--- src/rtl/mux_n_reg_arb.sv ---
// N-to-1 registered selector with valid/ready on every channel; direct-select or round-robin mode.
// Optional sticky out-of-range select flag enabled by defining MUXN_SEL_CHECK_EN.
module mux_n_reg_arb #(
  parameter int unsigned DataWidth = 32,
  parameter int unsigned NumInputs = 4,
  parameter int unsigned SelWidth  = 2
) (
  input  logic                           Clk,
  input  logic                           Rst,
  input  logic                           Mode,
  input  logic [SelWidth-1:0]            Sel,
  input  logic [NumInputs*DataWidth-1:0] InBus,
  input  logic [NumInputs-1:0]           InValid,
  output logic [NumInputs-1:0]           InReady,
  output logic [DataWidth-1:0]           Out,
  output logic                           OutValid,
  input  logic                           OutReady,
  output logic [SelWidth-1:0]            Grant,
  output logic                           SelErr
);

  logic [SelWidth-1:0]  last;
  logic [SelWidth-1:0]  chosen;
  logic                 have;
  logic                 can_accept;
  logic                 accept;
  logic                 sel_in_range;
  logic [DataWidth-1:0] chosen_data;
  int unsigned          idx;

  assign sel_in_range = (32'(Sel) < NumInputs);
  assign can_accept   = !OutValid || OutReady;
  assign accept       = !Rst && can_accept && have;

  // Round-robin scans last+1, last+2, ... with explicit wrap so non-power-of-2 channel counts work.
  always_comb begin
    chosen = '0;
    have   = 1'b0;
    idx    = 0;
    if (!Mode) begin
      if (sel_in_range) begin
        chosen = Sel;
        for (int unsigned k = 0; k < NumInputs; k++) begin
          if (Sel == SelWidth'(k)) have = InValid[k];
        end
      end
    end else begin
      for (int unsigned i = 1; i <= NumInputs; i++) begin
        idx = 32'(last) + i;
        if (idx >= NumInputs) idx = idx - NumInputs;
        for (int unsigned k = 0; k < NumInputs; k++) begin
          if (!have && idx == k && InValid[k]) begin
            have   = 1'b1;
            chosen = SelWidth'(k);
          end
        end
      end
    end
  end

  always_comb begin
    InReady     = '0;
    chosen_data = '0;
    for (int unsigned k = 0; k < NumInputs; k++) begin
      InReady[k] = accept && (chosen == SelWidth'(k));
      if (chosen == SelWidth'(k)) chosen_data = InBus[k*DataWidth +: DataWidth];
    end
  end

  always_ff @(posedge Clk) begin
    if (Rst) begin
      Out      <= '0;
      OutValid <= 1'b0;
      Grant    <= '0;
      last     <= SelWidth'(NumInputs - 1);
    end else if (accept) begin
      Out      <= chosen_data;
      Grant    <= chosen;
      OutValid <= 1'b1;
      if (Mode) last <= chosen;
    end else if (OutReady) begin
      OutValid <= 1'b0;
    end
  end

`ifdef MUXN_SEL_CHECK_EN
  always_ff @(posedge Clk) begin
    if (Rst) begin
      SelErr <= 1'b0;
    end else if (!Mode && !sel_in_range && (|InValid)) begin
      SelErr <= 1'b1;
    end
  end
`else
  assign SelErr = 1'b0;
`endif

endmodule

--- config.mk ---
export PLATFORM = sky130hd
export DESIGN_NAME = mux_n_reg_arb
export DESIGN_NICKNAME = d
export VERILOG_FILES = /design/src/rtl/mux_n_reg_arb.sv
export SDC_FILE = /design/constraint.sdc
export NUM_CORES = 1
export LEC_CHECK = 0
export CORE_AREA = 2 2 70 72
export DETAILED_ROUTE_END_ITERATION = 8
export DIE_AREA = 0 0 72 74
export DONT_BUFFER_PORTS = 1
export PLACE_DENSITY_LB_ADDON = 0.3
export RECOVER_POWER = 25
export SLEW_MARGIN = 10
export SYNTH_ARGS = -nofsm -noshare
export SYNTH_HDL_FRONTEND = slang
export SYNTH_SLANG_ARGS = --single-unit
--- constraint.sdc ---
create_clock -name Clk -period 3.7 [get_ports Clk]
set_input_delay 0.37 -clock Clk [delete_from_list [all_inputs] [get_ports Clk]]
set_output_delay 0.37 -clock Clk [all_outputs]
set_load 0.03 [all_outputs]
==> results of run 1 <==
==> flip-flops by register name, indices dropped and copies added (netlist names) <==
name,cells
Out,32
Grant,2
last,2
OutValid,1
==> cell usage after synthesis (all sizes together) (2+ instances only) <==
| cell type | count |
|---|---|
| a221oi | 8 |
| inv | 6 |
| a21oi | 20 |
| o32a | 3 |
| mux2i | 16 |
| and2 | 3 |
| mux2 | 24 |
| nor2b | 2 |
| o21ai | 22 |
| clkbuf | 11 |
| dfxtp | 37 |
| and3 | 9 |
| nor2 | 8 |
| buf | 18 |
| nand2 | 10 |
| a22oi | 9 |
| a222oi | 15 |
| o22ai | 11 |
| nand3 | 16 |
| a31o | 2 |
==> stage by stage <==
| step | util | hold slack [ps] | area, sq um | cells | total power, mW |
|---|---|---|---|---|---|
| 2_1_floorplan | - | 536 | 2470 | 266 | 0.870 |
| 3_3_place_gp | 0.526 | 444 | 2420 | 297 | 0.900 |
| 3_5_place_dp | 0.526 | 445 | 2420 | 297 | 0.908 |
| 4_1_cts | 0.542 | 143 | 2490 | 303 | 1.17 |
| 5_1_grt | 0.542 | 132 | 2490 | 303 | 1.22 |
| 6_report | 0.542 | 158 | 2490 | 303 | 1.15 |
==> cell families (layout without fill, tap and decap cells) <==
logic type / Yosys count / after routing / synth area share
compound gates: 97 / 97 / 0.296
buf+inv: 36 / 19 / 0.0832
simple gates: 54 / 54 / 0.113
mux: 41 / 41 / 0.206
flops: 37 / 37 / 0.300
other cells: 1 / 1 / 0.00152
==> power by group <==
group	internal, mW	leakage [nW]	switching, mW
registers	0.456	0.307	0.153
logic	0.137	0.666	0.151
clock network	0.124	0.0399	0.132
==> placed cells by master, fill, tap and decap left out, types with 2 or more instances in the layout <==
cell type,n
dfxtp_1,37
a21oi_1,20
o21ai_1,17
mux2i_1,16
nand3_1,16
mux2_4,15
a222oi_1,15
nand2_1,10
and3_1,9
mux2_2,9
a22oi_1,9
o22ai_2,8
nor2_1,7
a221oi_1,7
buf_4,6
inv_1,5
clkbuf_8,5
o21ai_0,4
and2_1,3
o22ai_1,3
o32a_2,3
nor2b_1,2
a31o_1,2
==> path summary, 6_finish.rpt <==
path,start,endpoint,slack [ps]
worst max-delay path,last[1],InReady[1],880
worst min-delay path,Rst,Grant[0],160
worst max register to register,last[1],Out[22],1200
worst min register to register,last[0],last[0],600
==> routing by layer <==
metal | vias up | track usage
li1 | 1002 | -
met1 | 962 | 0.284
met2 | 111 | 0.426
met3 | 6 | 0.0542
met4 | 0 | 0.0755
met5 | - | 0
==> area by class of cell <==
cell class / count / share of cell area
flip-flops and latches: 37 / 0.297
well taps: 54 / 0.0271
inverters: 7 / 0.0105
repair buffers: 6 / 0.0181
clock buffers: 5 / 0.0276
clock inverters: 1 / 0.00201
multi-input cells: 193 / 0.617
==> impl_metrics.ini, run 1 <==
[cts]
cts_root_buffer = clkbuf_8
insertion_delay_ps = 280
cts-buffers-inserted = 5
cts_tree = yes
path_clk_slew_ps = 70
cts_sinks = 37
ctsHoldBuffers = 0
post_cts_buffers = 0
htree_num_levels = 2
clockBufferDepth = 2
cts_resized = 0

[logic_synthesis]
async_reset_ff_frac = 0
synth-seq-cells = 37
synth_top_flop_cell = dfxtp_1
syn_inst = 266
synth_area_sq_mm = 0.00247
synthesis.nets = 404
synth_top_area_frac = 0.300
yosys-top-cells-area = dfxtp_1 (30%), mux2_4 (9.1%), mux2i_1 (6.5%)
syn-mean-instance-area_sq_um = 9.27
synth-edff-count = 0
ys_warn_count = 0
synth_area_leader_cell = dfxtp_1
ys_types = 45
yosysSeqAreaShare = 0.300

[timing]
rsz0062_at_grt = no
fin_ws_ps = 875
tightest_slew_ps = 856
finalHoldViolations = 0
fmax_mhz = 354
relSlewSlack = 0.429
finalSetupViolations = 0
period_minus_slack_ps = 2820
fin_crit_sh = 0.763
tns_ps = 0
fin_worst_skew_ps = 5.72
drv_slew = 0

[cells_and_area]
antenna_cells = 0
layout.nets = 388
regArea_sq_um = 741
nFillCells = 427
multiInputGateArea_sq_mm = 0.00154
area_growth_pct = 1.07
layout-drive-gt1-share = 0.213

[floorplanning]
rows = 25
die_area_sq_mm = 0.00533
start_util = 0.536
die_h_um = 74
die_width_um = 72
io_pins = 178
core_sq_mm = 0.00460

[detailed_routing]
routed_via_density = 6.87
drt_pass1_iterations = 6
dr_wl_met2_um = 3430
highest_layer = met4
antenna_left = 0
num_vias = 2081
drc = 0
wirelength_um = 6580
initialDrtViolationCount = 153
avgRoutedWirePerCell_um = 21.7
met1_length_um = 2540
route.met3.wl_um = 515

[global_route]
antenna_found_initial = 0
grt_pass1_vias = 2083
grt_pass1_wl_um = 9860
overflow = 0
grt_max_degree = 32
gr-usage-all-layers = 0.238

[worst_setup_path]
r2r.worst_path.cells = 6
worst-path-max-fanout = 31
arrival_ps = 2450
required_ps = 3330
crit_family = compound AO/OA/AOI/OAI gates
path_class = reg -> out
critPathMostFrequentCell = nand2_1
critPathCaptureType = output pin
cp_slowest_cell = o32a_2
path_buf_inv = 0
path_depth = 5
slowest_delay_ps = 770
path_cells = nand2_1 > o22ai_1 > o32a_2 > nand2_1 > nor2_1
start_kind = register

[power_and_ir_drop]
ir_drop_v = 0.000259
power_density_mw_per_mm2 = 463
p_leak_nw = 1.01

[job]
max_cap_viol_count = 0

[placement]
gp_congestion = 0.847
detailed_place_hpwl_um = 4820
pre_cts_ws_ps = 1230
io_buffers = 0

[min_path]
holdCritPathClass = in -> reg
hold_path_depth = 1

[outcome]
status = finished clean
Note: power is estimated with default switching activity, not from simulation.
==> inputs of run 2 (changes only) <==
- clock period: 3.7 -> 2.6 ns (I/O delays scaled with it)
==> run 2 against run 1 <==
  * Critical path depth decreased by 1
  * Critical endpoint is now InReady[3]
  * Critical path type unchanged
  * First-iteration DRC count is 16% higher
  * Largest cell class unchanged
  * Worst setup slack got worse by 760 ps
  * Routed wire length grew 1.5%
  * Clock power is 57% higher
  * Final cell count rose by 2.0%
==> impl_metrics.ini, run 2 (same netlist as run 1, synthesis figures left out) <==
[timing]
finalSetupViolations = 0
tightest_slew_ps = 950
fin_crit_sh = 0.955
fmax_mhz = 403
fin_worst_skew_ps = 3.71
tns_ps = 0
period_minus_slack_ps = 2480
hold_slack_ps = 44.2
fin_ws_ps = 116
relSlewSlack = 0.367
drv_slew = 0
rsz0062_at_grt = no
finalHoldViolations = 0

[cts]
cts_resized = 0
path_clk_slew_ps = 70
post_cts_buffers = 0
ctsHoldBuffers = 0
cts_root_buffer = clkbuf_8
insertion_delay_ps = 280
htree_num_levels = 2
cts_tree = yes
clockBufferDepth = 2
cts_sinks = 37
cts-buffers-inserted = 5

[power_and_ir_drop]
clkPwrFrac = 0.239
combPwrFrac = 0.248
pwr-share-seq = 0.513
ir_drop_v = 0.000301
swShare = 0.371
power_density_mw_per_mm2 = 664
p_sw_mw = 0.626
p_leak_nw = 1.04
intPower_mw = 1.06
finalPower_mw = 1.69

[global_route]
gr-usage-all-layers = 0.231
antenna_found_initial = 0
grt_max_degree = 28
overflow = 0
grt_pass1_vias = 1970
grt_pass1_wl_um = 9690

[placement]
io_buffers = 0
pre_cts_ws_ps = 326
detailed_place_hpwl_um = 4900
place_area_sq_mm = 0.00246
dpl.cell_count = 302
gp_congestion = 0.921

[cells_and_area]
final_util = 0.553
top_regs = Out: 32 flops, Grant: 2 flops, last: 2 flops
layout-drive-gt1-share = 0.227
regArea_sq_um = 741
final_cells = 309
multiInputGateArea_sq_mm = 0.00154
antenna_cells = 0
final_area_sq_mm = 0.00254
largest_register = Out
layout_common_cells = dfxtp_1 (37), a21oi_1 (20), o21ai_1 (17), mux2i_1 (16), nand3_1 (16)
layout.nets = 393
area_growth_pct = 3.09
largest_register_ffs = 32
nFillCells = 455
final_common_cell = dfxtp_1

[job]
max_cap_viol_count = 0

[floorplanning]
rows = 25
io_pins = 178
die_width_um = 72
die_h_um = 74
die_area_sq_mm = 0.00533
start_util = 0.536
core_sq_mm = 0.00460

[worst_setup_path]
critPathCaptureType = output pin
path_class = reg -> out
arrival_ps = 2220
required_ps = 2340
path_cells = o21bai_1 > and4b_1 > or3_1 > and2_1
cp_slowest_cell = or3_1
start_kind = register
slowest_delay_ps = 640
worst-path-max-fanout = 25

[min_path]
holdCritPathClass = in -> reg

[outcome]
status = finished clean

[detailed_routing]
avgRoutedWirePerCell_um = 21.6
drt_pass1_iterations = 5
initialDrtViolationCount = 178
drc = 0
antenna_left = 0
routed_via_density = 6.96
num_vias = 2152
wirelength_um = 6680
run 2: worst max-delay path: cells and delay by family (launching register included):
| family | cells | cell delay, ps |
|---|---|---|
| AND/OR/NAND/NOR | 3 | 1290 |
| flip-flops | 1 | 490 |
| AO/OA/AOI/OAI | 1 | 160 |
run 2: per-layer routing:
metal  up-vias  GRT usage  routed length, um
met2       121      0.386               3310
met3         8     0.0650                594
li1       1010          -                  -
met1      1013      0.291               2670
met5         -          0                  0
met4         0     0.0776                 97
run 2: power groups by stage:
stage	combinational (mW)	clock [mW]	sequential [mW]
global route	0.461	0.443	0.875
floorplan	0.381	0	0.857
global placement	0.409	0	0.878
CTS	0.416	0.413	0.868
finish	0.418	0.403	0.867
detailed placement	0.416	0	0.881
run 2: path summary, 6_finish.rpt:
path            from    endpoint  slack (ps)  cells after the start
max          last[1]  InReady[3]         120                      4
min              Rst    Grant[0]          40                      1
max reg2reg  last[1]     Out[16]         300                      5
min reg2reg  last[0]     last[0]         610                      2
run 2: cell type report:
cell class | instances | share of cell area
Multi-Input combinational cell | 193 | 0.605
Sequential cell | 37 | 0.291
Clock buffer | 7 | 0.0340
Timing Repair Buffer | 11 | 0.0325
Tap cell | 54 | 0.0266
Inverter | 7 | 0.0103
==> inputs of run 3 (changes only) <==
- HOLD_SLACK_MARGIN: default -> 0.06
- TNS_END_PERCENT: default -> 1
- clock period: 2.6 -> 2.83 ns (I/O delays scaled with it)
==> run 3 against run 2 <==
  * Utilization rose by 0.16 points
  * Global-route usage rose by 0.92 points
  * Sequential share of layout area shrank 0.086 points
  * Total power decreased by 8.1%
  * Worst setup slack better by 230 ps
  * Die area unchanged
  * Critical path depth stayed put
  * Via count decreased by 0.60%
  * Sequential power is 8.3% lower
  * Final cell count is 0.32% lower
  * First-iteration DRC count grew 21%
==> impl_metrics.ini, run 3 (same netlist as run 1, synthesis figures left out) <==
[outcome]
status = finished clean

[global_route]
grt_pass1_wl_um = 10000
antenna_found_initial = 0
grt_max_degree = 28
grt_pass1_vias = 2061
overflow = 0
gr-usage-all-layers = 0.241

[floorplanning]
start_util = 0.536
die_width_um = 72
io_pins = 178
die_h_um = 74
core_sq_mm = 0.00460
rows = 25
die_area_sq_mm = 0.00533

[min_path]
min_from = Rst
whs_endpoint = Out[17]
hold_path_depth = 1
holdCritPathClass = in -> reg

[detailed_routing]
drc = 0
avgRoutedWirePerCell_um = 21.8
num_vias = 2139
initialDrtViolationCount = 216
wirelength_um = 6720
routed_via_density = 6.94
drt_pass1_iterations = 7
antenna_left = 0

[timing]
drv_slew = 0
fmax_mhz = 403
tns_ps = 0
finalSetupViolations = 0
tightest_slew_ps = 922
fin_crit_sh = 0.877
rsz0062_at_grt = no
period_minus_slack_ps = 2480
finalHoldViolations = 0
hold_slack_ps = 111
fin_worst_skew_ps = 5.75
relSlewSlack = 0.385

[cells_and_area]
layout-drive-gt1-share = 0.220
area_growth_pct = 3.40
final_common_cell = dfxtp_1
largest_register_ffs = 32
layout.nets = 392
largest_register = Out
nFillCells = 422
layout_common_cells = dfxtp_1 (37), a21oi_1 (20), o21ai_1 (17), mux2i_1 (16), nand3_1 (16)
top_regs = Out: 32 flops, Grant: 2 flops, last: 2 flops
antenna_cells = 0

[worst_setup_path]
timing.rr.end = Out[16]
arrival_ps = 2200
start_kind = register
critPathCaptureType = output pin
r2r.worst_path.cells = 6
worst-path-max-fanout = 25
r2r_start = last[1]
required_ps = 2550
path_class = reg -> out
reg2reg_slack_ps = 350

[placement]
gp_congestion = 0.845
detailed_place_hpwl_um = 4880
io_buffers = 0

[cts]
cts_tree = yes
htree_num_levels = 2
insertion_delay_ps = 280
path_clk_slew_ps = 70
cts-buffers-inserted = 5
cts_resized = 0
clockBufferDepth = 2
ctsHoldBuffers = 1
cts_root_buffer = clkbuf_8
post_cts_buffers = 0
cts_sinks = 37

[power_and_ir_drop]
ir_drop_v = 0.000246
power_density_mw_per_mm2 = 608
p_leak_nw = 1.04

[job]
max_cap_viol_count = 0
## run 3: worst max-delay path: stages, from the launching register on
cell and delay (ps):
dfxtp_1 490, o21bai_1 150, and4b_1 190, or3_1 640, and2_1 440
## run 3: where the power goes
group	internal, mW	switching [mW]	total (mW)
sequential	0.596	0.199	0.795
clock	0.193	0.174	0.367
combinational	0.186	0.201	0.388
total	0.976	0.574	1.55
## run 3: final cells by class
class	count	area, sq um	area share
clock buffer	7	86.3	0.0339
inverter	7	26.3	0.0103
multi-input combinational	193	1540	0.604
sequential	37	741	0.290
tap	54	67.6	0.0265
timing repair buffer	10	90.1	0.0353
## run 3: metrics by stage
stage,instance area [sq um],instances,setup slack [ps],power (mW),util
after floorplan,2470,266,636,1.14,-
after global placement,2450,300,461,1.18,0.534
after detailed placement,2450,300,339,1.19,0.534
after CTS,2550,308,331,1.56,0.555
after global routing,2550,308,103,1.63,0.555
final,2550,308,349,1.55,0.555
## run 3: per-layer routing
layer | routed length [um] | share of wire | vias up | global-route usage
met4 | 66 | 0.0098 | 0 | 0.0755
met1 | 2650 | 0.39 | 1015 | 0.293
met3 | 550 | 0.082 | 7 | 0.0528
met5 | 0 | 0 | - | 0
li1 | - | - | 1008 | -
met2 | 3460 | 0.51 | 109 | 0.427
## run 3: worst max-delay path by stage
stage          slack, ps      from         end  depth (start not counted)
5_1_grt              100   last[1]     Out[16]                          6
3_5_place_dp         340   last[1]     Out[16]                          6
3_3_place_gp         460   last[1]     Out[19]                          6
2_1_floorplan        640  OutValid  InReady[2]                          4
4_1_cts              330   last[1]     Out[16]                          6
6_report             350   last[1]  InReady[3]                          4
